<file path="src/rtl/queue_ctrl_pkg.sv">
// Shared widths, limits and FSM state encoding for the queue occupancy controller.
package queue_ctrl_pkg;

    localparam int PCOUNT_W   = 3;
    localparam int TCOUNT_W   = 2;
    localparam int PCOUNT_MAX = 7;
    localparam int INDEX_W    = 5;

    typedef enum logic [1:0] {
        EMPTY  = 2'd0,
        ACTIVE = 2'd1,
        FULL   = 2'd2
    } queue_state_t;

endpackage

</file>
<file path="src/rtl/queue_ctrl_edge_det.sv">
// Rising-edge detector for one photocell; QUEUE_SYNC_EN adds a two-flop synchronizer
// in front of the edge detection.
module queue_edge_det (
    input  logic clk,
    input  logic reset,
    input  logic sensor,
    output logic rise
);

    logic sensor_s;
    logic prev_reg;

`ifdef QUEUE_SYNC_EN
    logic sync1_reg;
    logic sync2_reg;

    always_ff @(posedge clk) begin
        if (reset) begin
            sync1_reg <= 1'b0;
            sync2_reg <= 1'b0;
        end else begin
            sync1_reg <= sensor;
            sync2_reg <= sync1_reg;
        end
    end

    assign sensor_s = sync2_reg;
`else
    assign sensor_s = sensor;
`endif

    // The previous sample keeps tracking during reset so a sensor already high
    // at release is not mistaken for a new arrival.
    always_ff @(posedge clk) begin
        prev_reg <= sensor_s;
    end

    assign rise = sensor_s & ~prev_reg;

endmodule

</file>
<file path="src/rtl/queue_ctrl.sv">
// Queue occupancy controller: counts people between entry/exit photocells and
// builds the wait-time ROM index. Define QUEUE_SYNC_EN to synchronize the sensors.
module queue_ctrl
    import queue_ctrl_pkg::*;
(
    input  logic                clk,
    input  logic                reset,
    input  logic                enter_s,
    input  logic                exit_s,
    input  logic [TCOUNT_W-1:0] tcount,
    output logic [PCOUNT_W-1:0] pcount,
    output logic                ef,
    output logic                ff,
    output logic [INDEX_W-1:0]  index,
    output logic                ovf,
    output logic                udf
);

    localparam logic [PCOUNT_W-1:0] PCOUNT_FULL = PCOUNT_W'(PCOUNT_MAX);
    localparam logic [PCOUNT_W-1:0] PCOUNT_ONE  = PCOUNT_W'(1);

    logic enter_ev;
    logic exit_ev;

    queue_edge_det u_enter_det (
        .clk   (clk),
        .reset (reset),
        .sensor(enter_s),
        .rise  (enter_ev)
    );

    queue_edge_det u_exit_det (
        .clk   (clk),
        .reset (reset),
        .sensor(exit_s),
        .rise  (exit_ev)
    );

    queue_state_t          state_reg, state_next;
    logic [PCOUNT_W-1:0]   pcount_reg, pcount_next;
    logic [TCOUNT_W-1:0]   tcount_q_reg;
    logic                  ef_reg, ff_reg, ovf_reg, ovf_next, udf_reg, udf_next;

    // Simultaneous entry and exit cancel, so only lone events move the count.
    always_comb begin
        state_next  = state_reg;
        pcount_next = pcount_reg;
        ovf_next    = 1'b0;
        udf_next    = 1'b0;
        case (state_reg)
            EMPTY: begin
                if (enter_ev && !exit_ev) begin
                    pcount_next = pcount_reg + PCOUNT_ONE;
                    state_next  = ACTIVE;
                end else if (exit_ev && !enter_ev) begin
                    udf_next = 1'b1;
                end
            end
            ACTIVE: begin
                if (enter_ev && !exit_ev) begin
                    pcount_next = pcount_reg + PCOUNT_ONE;
                    if (pcount_next == PCOUNT_FULL) state_next = FULL;
                end else if (exit_ev && !enter_ev) begin
                    pcount_next = pcount_reg - PCOUNT_ONE;
                    if (pcount_next == '0) state_next = EMPTY;
                end
            end
            FULL: begin
                if (enter_ev && !exit_ev) begin
                    ovf_next = 1'b1;
                end else if (exit_ev && !enter_ev) begin
                    pcount_next = pcount_reg - PCOUNT_ONE;
                    state_next  = ACTIVE;
                end
            end
            default: begin
                state_next  = EMPTY;
                pcount_next = '0;
            end
        endcase
    end

    always_ff @(posedge clk) begin
        if (reset) begin
            state_reg    <= EMPTY;
            pcount_reg   <= '0;
            ef_reg       <= 1'b1;
            ff_reg       <= 1'b0;
            ovf_reg      <= 1'b0;
            udf_reg      <= 1'b0;
            tcount_q_reg <= '0;
        end else begin
            state_reg    <= state_next;
            pcount_reg   <= pcount_next;
            ef_reg       <= (state_next == EMPTY);
            ff_reg       <= (state_next == FULL);
            ovf_reg      <= ovf_next;
            udf_reg      <= udf_next;
            tcount_q_reg <= tcount;
        end
    end

    assign pcount = pcount_reg;
    assign ef     = ef_reg;
    assign ff     = ff_reg;
    assign ovf    = ovf_reg;
    assign udf    = udf_reg;
    assign index  = {tcount_q_reg, pcount_reg};

endmodule

</file>
<file path="config.mk">
export PLATFORM = sky130hd
export DESIGN_NAME = queue_ctrl
export DESIGN_NICKNAME = d
export VERILOG_FILES = /design/src/rtl/queue_ctrl_pkg.sv /design/src/rtl/queue_ctrl_edge_det.sv /design/src/rtl/queue_ctrl.sv
export SDC_FILE = /design/constraint.sdc
export NUM_CORES = 1
export LEC_CHECK = 0
export ABC_AREA = 0
export CAP_MARGIN = 30
export CORE_MARGIN = 3
export CORE_UTILIZATION = 40
export CTS_CLUSTER_SIZE = 8
export DETAILED_ROUTE_END_ITERATION = 8
export PLACE_DENSITY = 0.81
export SYNTH_ARGS = -nofsm -noshare
export SYNTH_HDL_FRONTEND = slang
export SYNTH_HIERARCHICAL = 1
export SYNTH_SLANG_ARGS = --single-unit
</file>
<file path="constraint.sdc">
create_clock -name clk -period 1.2 [get_ports clk]
set_input_delay 0.12 -clock clk [delete_from_list [all_inputs] [get_ports clk]]
set_output_delay 0.12 -clock clk [all_outputs]
set_load 0.02 [all_outputs]
</file>
Word-level counts from Yosys, hierarchy flattened --
Cells that the tools add are included. Widths: inputs -> output; s select.
Cells by class: add/subtract/negate cells 2, equality and inequality tests 6, mux-type cells 15, bitwise logic cells 6, reductions and logical operators 10
Operator list (count):
- $mux 2 | 7
- $mux 3 | 4
- $pmux 3 s3 | 1
- $pmux 2 s3 | 1
- $eq 2x2->1 const B | 2
- $logic_not 2->1 | 2
- $ne 2x2->1 const B | 2
- $not 1->1 | 4
- $add 3x1->3 const B | 1
- $eq 3x3->1 const B | 1
- $logic_not 3->1 | 1
- $reduce_or 3->1 | 1
- $sub 3x1->3 const B | 1
- $and 1x1->1 | 2
- $eq 2x1->1 const B | 1
- $logic_and 1x1->1 | 2
- $logic_not 1->1 | 2
- $mux 1 | 2
- $reduce_and 2->1 | 1
- $reduce_or 2->1 | 1
Word-level totals: register bits after elaboration 13, input port bits 6, output and inout bits 12, word-level logic and storage cells 48

Depth between registers and ports, before layout --
word-level depth 8, depth in mapped cells 6, depth with buffers taken out 6

Cells and area by module --
The synthesis kept the hierarchy.
By module, submodules not included:
- queue_ctrl | times used 1, cells an instance 78, area an instance 649.4 um^2, seq. area each 220.2 um^2
- queue_edge_det | times used 2, cells an instance 2, area an instance 33.8 um^2, seq. area each 20.0 um^2

Worst setup path after synthesis --
OpenSTA, ideal clock, no wires.
kind reg-to-reg, start register pcount_reg[0] (netlist: pcount[0]), end register pcount_reg[1] (netlist: pcount[1]), setup time 0.060 ns, data arrival time 1.437 ns, data required time 1.140 ns, slack -0.296 ns, stages on the path, launching flop included 6, buffers on the path 0, clock period less this slack 1.496 ns, cell sequence dfxtp_1 inv_1 ha_1 nor3_1 a311oi_1 o311a_1
Between the ends: cells in the longest elaborated chain, start to end 4, elaborated cells on any way between the ends 7, those cells by class add/sub: 2; mux: 5
RTL lines:
- start, declared | RTL line queue_ctrl.sv:40 | logic [PCOUNT_W-1:0] pcount_reg, pcount_next;
- start signal, assigned | RTL line queue_ctrl.sv:94 | pcount_reg <= pcount_next;
- $sub 3x1->3 | RTL line queue_ctrl.sv:64, queue_ctrl.sv:72
- $mux 3 | RTL line queue_ctrl.sv:63, queue_ctrl.sv:71
- $mux 3 (on tied branches) | RTL line queue_ctrl.sv:69, queue_ctrl.sv:60
- $pmux 3 s3 * | RTL line queue_ctrl.sv:50 | case (state_reg)
Mark *: on every way between the ends. The rest lies on a longest branch, timed or not. The select of a mux whose other input is x is not followed. A chain may end at the register's enable or synchronous reset.

Worst setup path in the final report --
start register u_enter_det.prev_reg, end register ff_reg (netlist: ff)
Between the ends: cells in the longest elaborated chain, start to end 8, elaborated cells on any way between the ends 12, those cells by class eq/ne: 1; mux: 6; bitwise: 2; reduce/logical: 3
RTL lines:
- start, declared | RTL line queue_ctrl_edge_det.sv:11 | logic prev_reg;
- start signal, assigned | RTL line queue_ctrl_edge_det.sv:35 | prev_reg <= sensor_s;
- $not 1->1 * | RTL line queue_ctrl_edge_det.sv:38 | assign rise = sensor_s & ~prev_reg;
- $and 1x1->1 * | RTL line queue_ctrl_edge_det.sv:38
- via enter_ev | RTL line queue_ctrl.sv:22 | logic enter_ev;
- $logic_not 1->1 | RTL line queue_ctrl.sv:63, queue_ctrl.sv:71
- $logic_and 1x1->1 | RTL line queue_ctrl.sv:63, queue_ctrl.sv:71
- $mux 2 (on tied branches) | RTL line queue_ctrl.sv:71, queue_ctrl.sv:63
- $mux 2 (on tied branches) | RTL line queue_ctrl.sv:69, queue_ctrl.sv:60
- $pmux 2 s3 * | RTL line queue_ctrl.sv:50
- $eq 2x2->1 * | RTL line queue_ctrl.sv:96 | ff_reg <= (state_next == FULL);
- end signal, assigned | RTL line queue_ctrl.sv:96
- end, declared | RTL line queue_ctrl.sv:42 | logic ef_reg, ff_reg, ovf_reg, ovf_next, udf_reg, udf_next;
Mark *: on every way through the listed nets, which the timed path passes. The rest lies on a longest branch.

==> metrics.md <==
| Metric | Value |
|---|---|
| Syn-to-layout area delta | `51.1%` |
| Failing checks | `negative setup slack` |
| H-tree levels | `1` |
| Vias | `695` |
| Post-Route WL | `1770 µm` |
| Crit-path cells | `nor2b_4, and2b_4, nand3_2, o22ai_2, nor2b_4` |
| TritonCTS clock tree | `yes` |
| ANT nets after route | `0` |
| Detailed-router iteration count before antenna repair | `4` |
| F_max | `794 MHz` |
| Mapped Area | `717 µm²` |
| Vias in the first global route | `677` |
| Peak VDD IR | `631 µV` |
| Placed insts | `125` |
| Final Hold Viols | `0` |
| Grt total ovfl | `0` |
| Initial antenna violation count | `0` |
| Clock sinks | `13` |
| Final Skew | `0.00592 ns` |
| Slew Limit Fails | `0` |
| Layout Cells excl Fill | `132` |
| Worst path bufs/invs | `0` |
| Status | `complete, but fails checks` |
| Ant diodes | `0` |
| Final TNS setup | `-0.189 ns` |
| Layout cell share with drive strength beyond 1 | `42.6%` |
| Hold Crit Class | `primary input to register` |
| Starting Density | `45.0%` |
| Max reg flops | `3` |
| First-pass GRT wire length | `2900 µm` |
| Worst slack at placement | `-0.334 ns` |
| Slew margin rel. | `81.7%` |
| Cell row count | `14` |
| Count of cell types in the netlist | `29` |
| Largest net degree at the start of global routing | `11` |
| Fin crit period | `1.26 ns` |
| Reg2Reg Depth | `5` |
| Hold depth | `1` |
| # setup viols final | `5` |
| CP Max Fanout | `7` |
| CTS buffer count | `3` |
| Number of cells on the critical path | `5` |
| Worst path required time | `1.41 ns` |
| Hold buffers post-CTS | `0` |
| Ports | `18` |
| CP delay by family, top | `simple AND/OR/NAND/NOR gates` |
| Overall Global Routing Usage | `15.6%` |
| R2r startpoint | `u_enter_det/prev_reg` |
| Number of synthesized flops with an enable pin | `0` |
| Worst setup path start | `u_enter_det/prev_reg` |
| Synth Register Bits | `13` |
| Critical-path top delay cell | `dfxtp_2` |
| Worst skew pair latency | `0.28 ns` |
| Vias/cell | `5.27` |
| Core Region | `0.00159 mm²` |
| Worst Max-Slew Pin Slew | `0.273 ns` |
| Max_cap viols | `0` |
| Sequential area share after synthesis | `36.3%` |
| Crit Path Category | `register to register` |
| Arrival @ worst endpoint | `1.47 ns` |
| Final instance area | `0.00108 mm²` |
| Dpl cell area | `977 µm²` |
| I/O Buffers | `17` |
| Post-route DRC | `0` |
| Root Driver | `clkbuf_4` |
| Asr flop ratio synth | `0%` |
| Crit end category | `register` |
| CP startpoint kind | `register` |
| Most used cell, CP | `nor2b_4` |
| Synthesized area per cell | `8.74 µm²` |
| Clock Tree Buf Depth | `2` |
| Power density cells | `894 mW/mm²` |
| Hold Startpoint | `enter_s` |
| Final GP Congestion | `0.830` |
| RSZ-0062 raised after global routing | `yes` |
| Fin crit share | `105%` |
| Clock input transition at the sequential cells of the worst setup and hold paths | `0.08 ns` |
| Synth warn | `6` |
| Starting DRT DRC Count | `21` |
| Synth Instances | `82` |
| DR WL/cell | `13.4 µm` |
| Nets@finish | `119` |
| Hpwl dp | `1160 µm` |
| Die width | `48.3 µm` |
| Slowest stage delay, CP | `0.34 ns` |
| Power, Total | `0.000968 W` |
| Final worst slack | `-0.0602 ns` |
| Primary FF master, synth | `dfxtp_1` |
| Fillers | `118` |
| Die Span Y | `48.3 µm` |
| Die area | `0.00234 mm²` |
| Leakage | `0.438 nW` |
| Mapped Nets | `92` |
[power breakdown]
part	leakage [nW]	internal (W)	switching, W
Clock	0.0150	0.000129	0.000146
Combinational	0.313	0.000114	0.000113
Sequential	0.109	0.000448	0.0000182
[Yosys cell counts (3+ instances only)]
cell type  instances  area [µm²]
ha_1               4        50.1
nand2b_1           3        18.8
buf_2              4        20.0
nor2b_1            4        25.0
o211ai_1           3        22.5
nand2_1            4        15.0
o21ai_0            3        15.0
dfxtp_1           13         260
nor3_1             4        20.0
inv_1              4        15.0
buf_4              3        22.5
a21oi_1            8        40.0
[cell families (layout without fill, tap and decap cells)]
family,after synthesis,after routing,share of synthesized area [%]
flops,13,13,36.3
fa+ha+maj,4,4,6.98
mux,1,1,1.40
buf+inv,13,39,9.07
compound gates,22,22,19.4
xor+xnor,3,3,3.67
simple gates,26,26,23.2
[per-layer routing]
metal | routed length (µm) | GRT usage, % | part of all wire [%] | vias up
met5 | 0 | 0 | 0 | -
met4 | 21 | 8.53 | 1.2 | 0
met3 | 87 | 2.76 | 4.9 | 4
met2 | 908 | 26.1 | 51 | 26
met1 | 755 | 18.9 | 43 | 328
li1 | - | - | - | 337
[through the flow]
step,hold slack (ns),utilization (%)
6_report,0.0787,68.0
5_1_grt,0.0870,68.0
4_1_cts,0.0750,64.8
3_5_place_dp,0.560,61.3
3_3_place_gp,0.540,61.3
2_1_floorplan,0.148,-
[area by class of cell]
class / instances / area (µm²) / share of cell area, %
flip-flops and latches: 13 / 273 / 25.2
well taps: 24 / 30.0 / 2.77
clock buffers: 4 / 26.3 / 2.42
inverters: 4 / 20.0 / 1.85
repair buffers: 31 / 246 / 22.7
multi-input cells: 56 / 488 / 45.0
[cell usage in the layout, fill, tap and decap left out, types with 2 or more instances in the layout]
cell,count
a21oi_1,6
a21oi_2,2
and2b_4,2
buf_4,14
clkbuf_2,3
clkbuf_4,3
clkdlybuf4s50_1,3
dfxtp_1,7
dfxtp_2,4
dfxtp_4,2
dlygate4sd2_1,11
ha_4,3
inv_1,2
inv_4,2
nand2_1,3
nand2b_1,3
nor2_1,2
nor2b_1,3
nor2b_4,3
nor3_1,3
o211ai_1,3
o21ai_1,2
xnor2_1,2
[path summary, 6_finish.rpt]
kind,end,slack [ns]
hold reg to reg,state_reg[0],0.58
setup / recovery,ff,-0.06
hold / removal,u_enter_det/prev_reg,0.08
setup reg to reg,ff,-0.06
[timing repair]
action,4_1_cts,5_1_grt
buffers inserted,0,3
pin swaps,4,10
endpoints found under the setup margin,18,9
cloned,0,0
gates resized for setup,23,16
(Power assumes the default switching activity.)
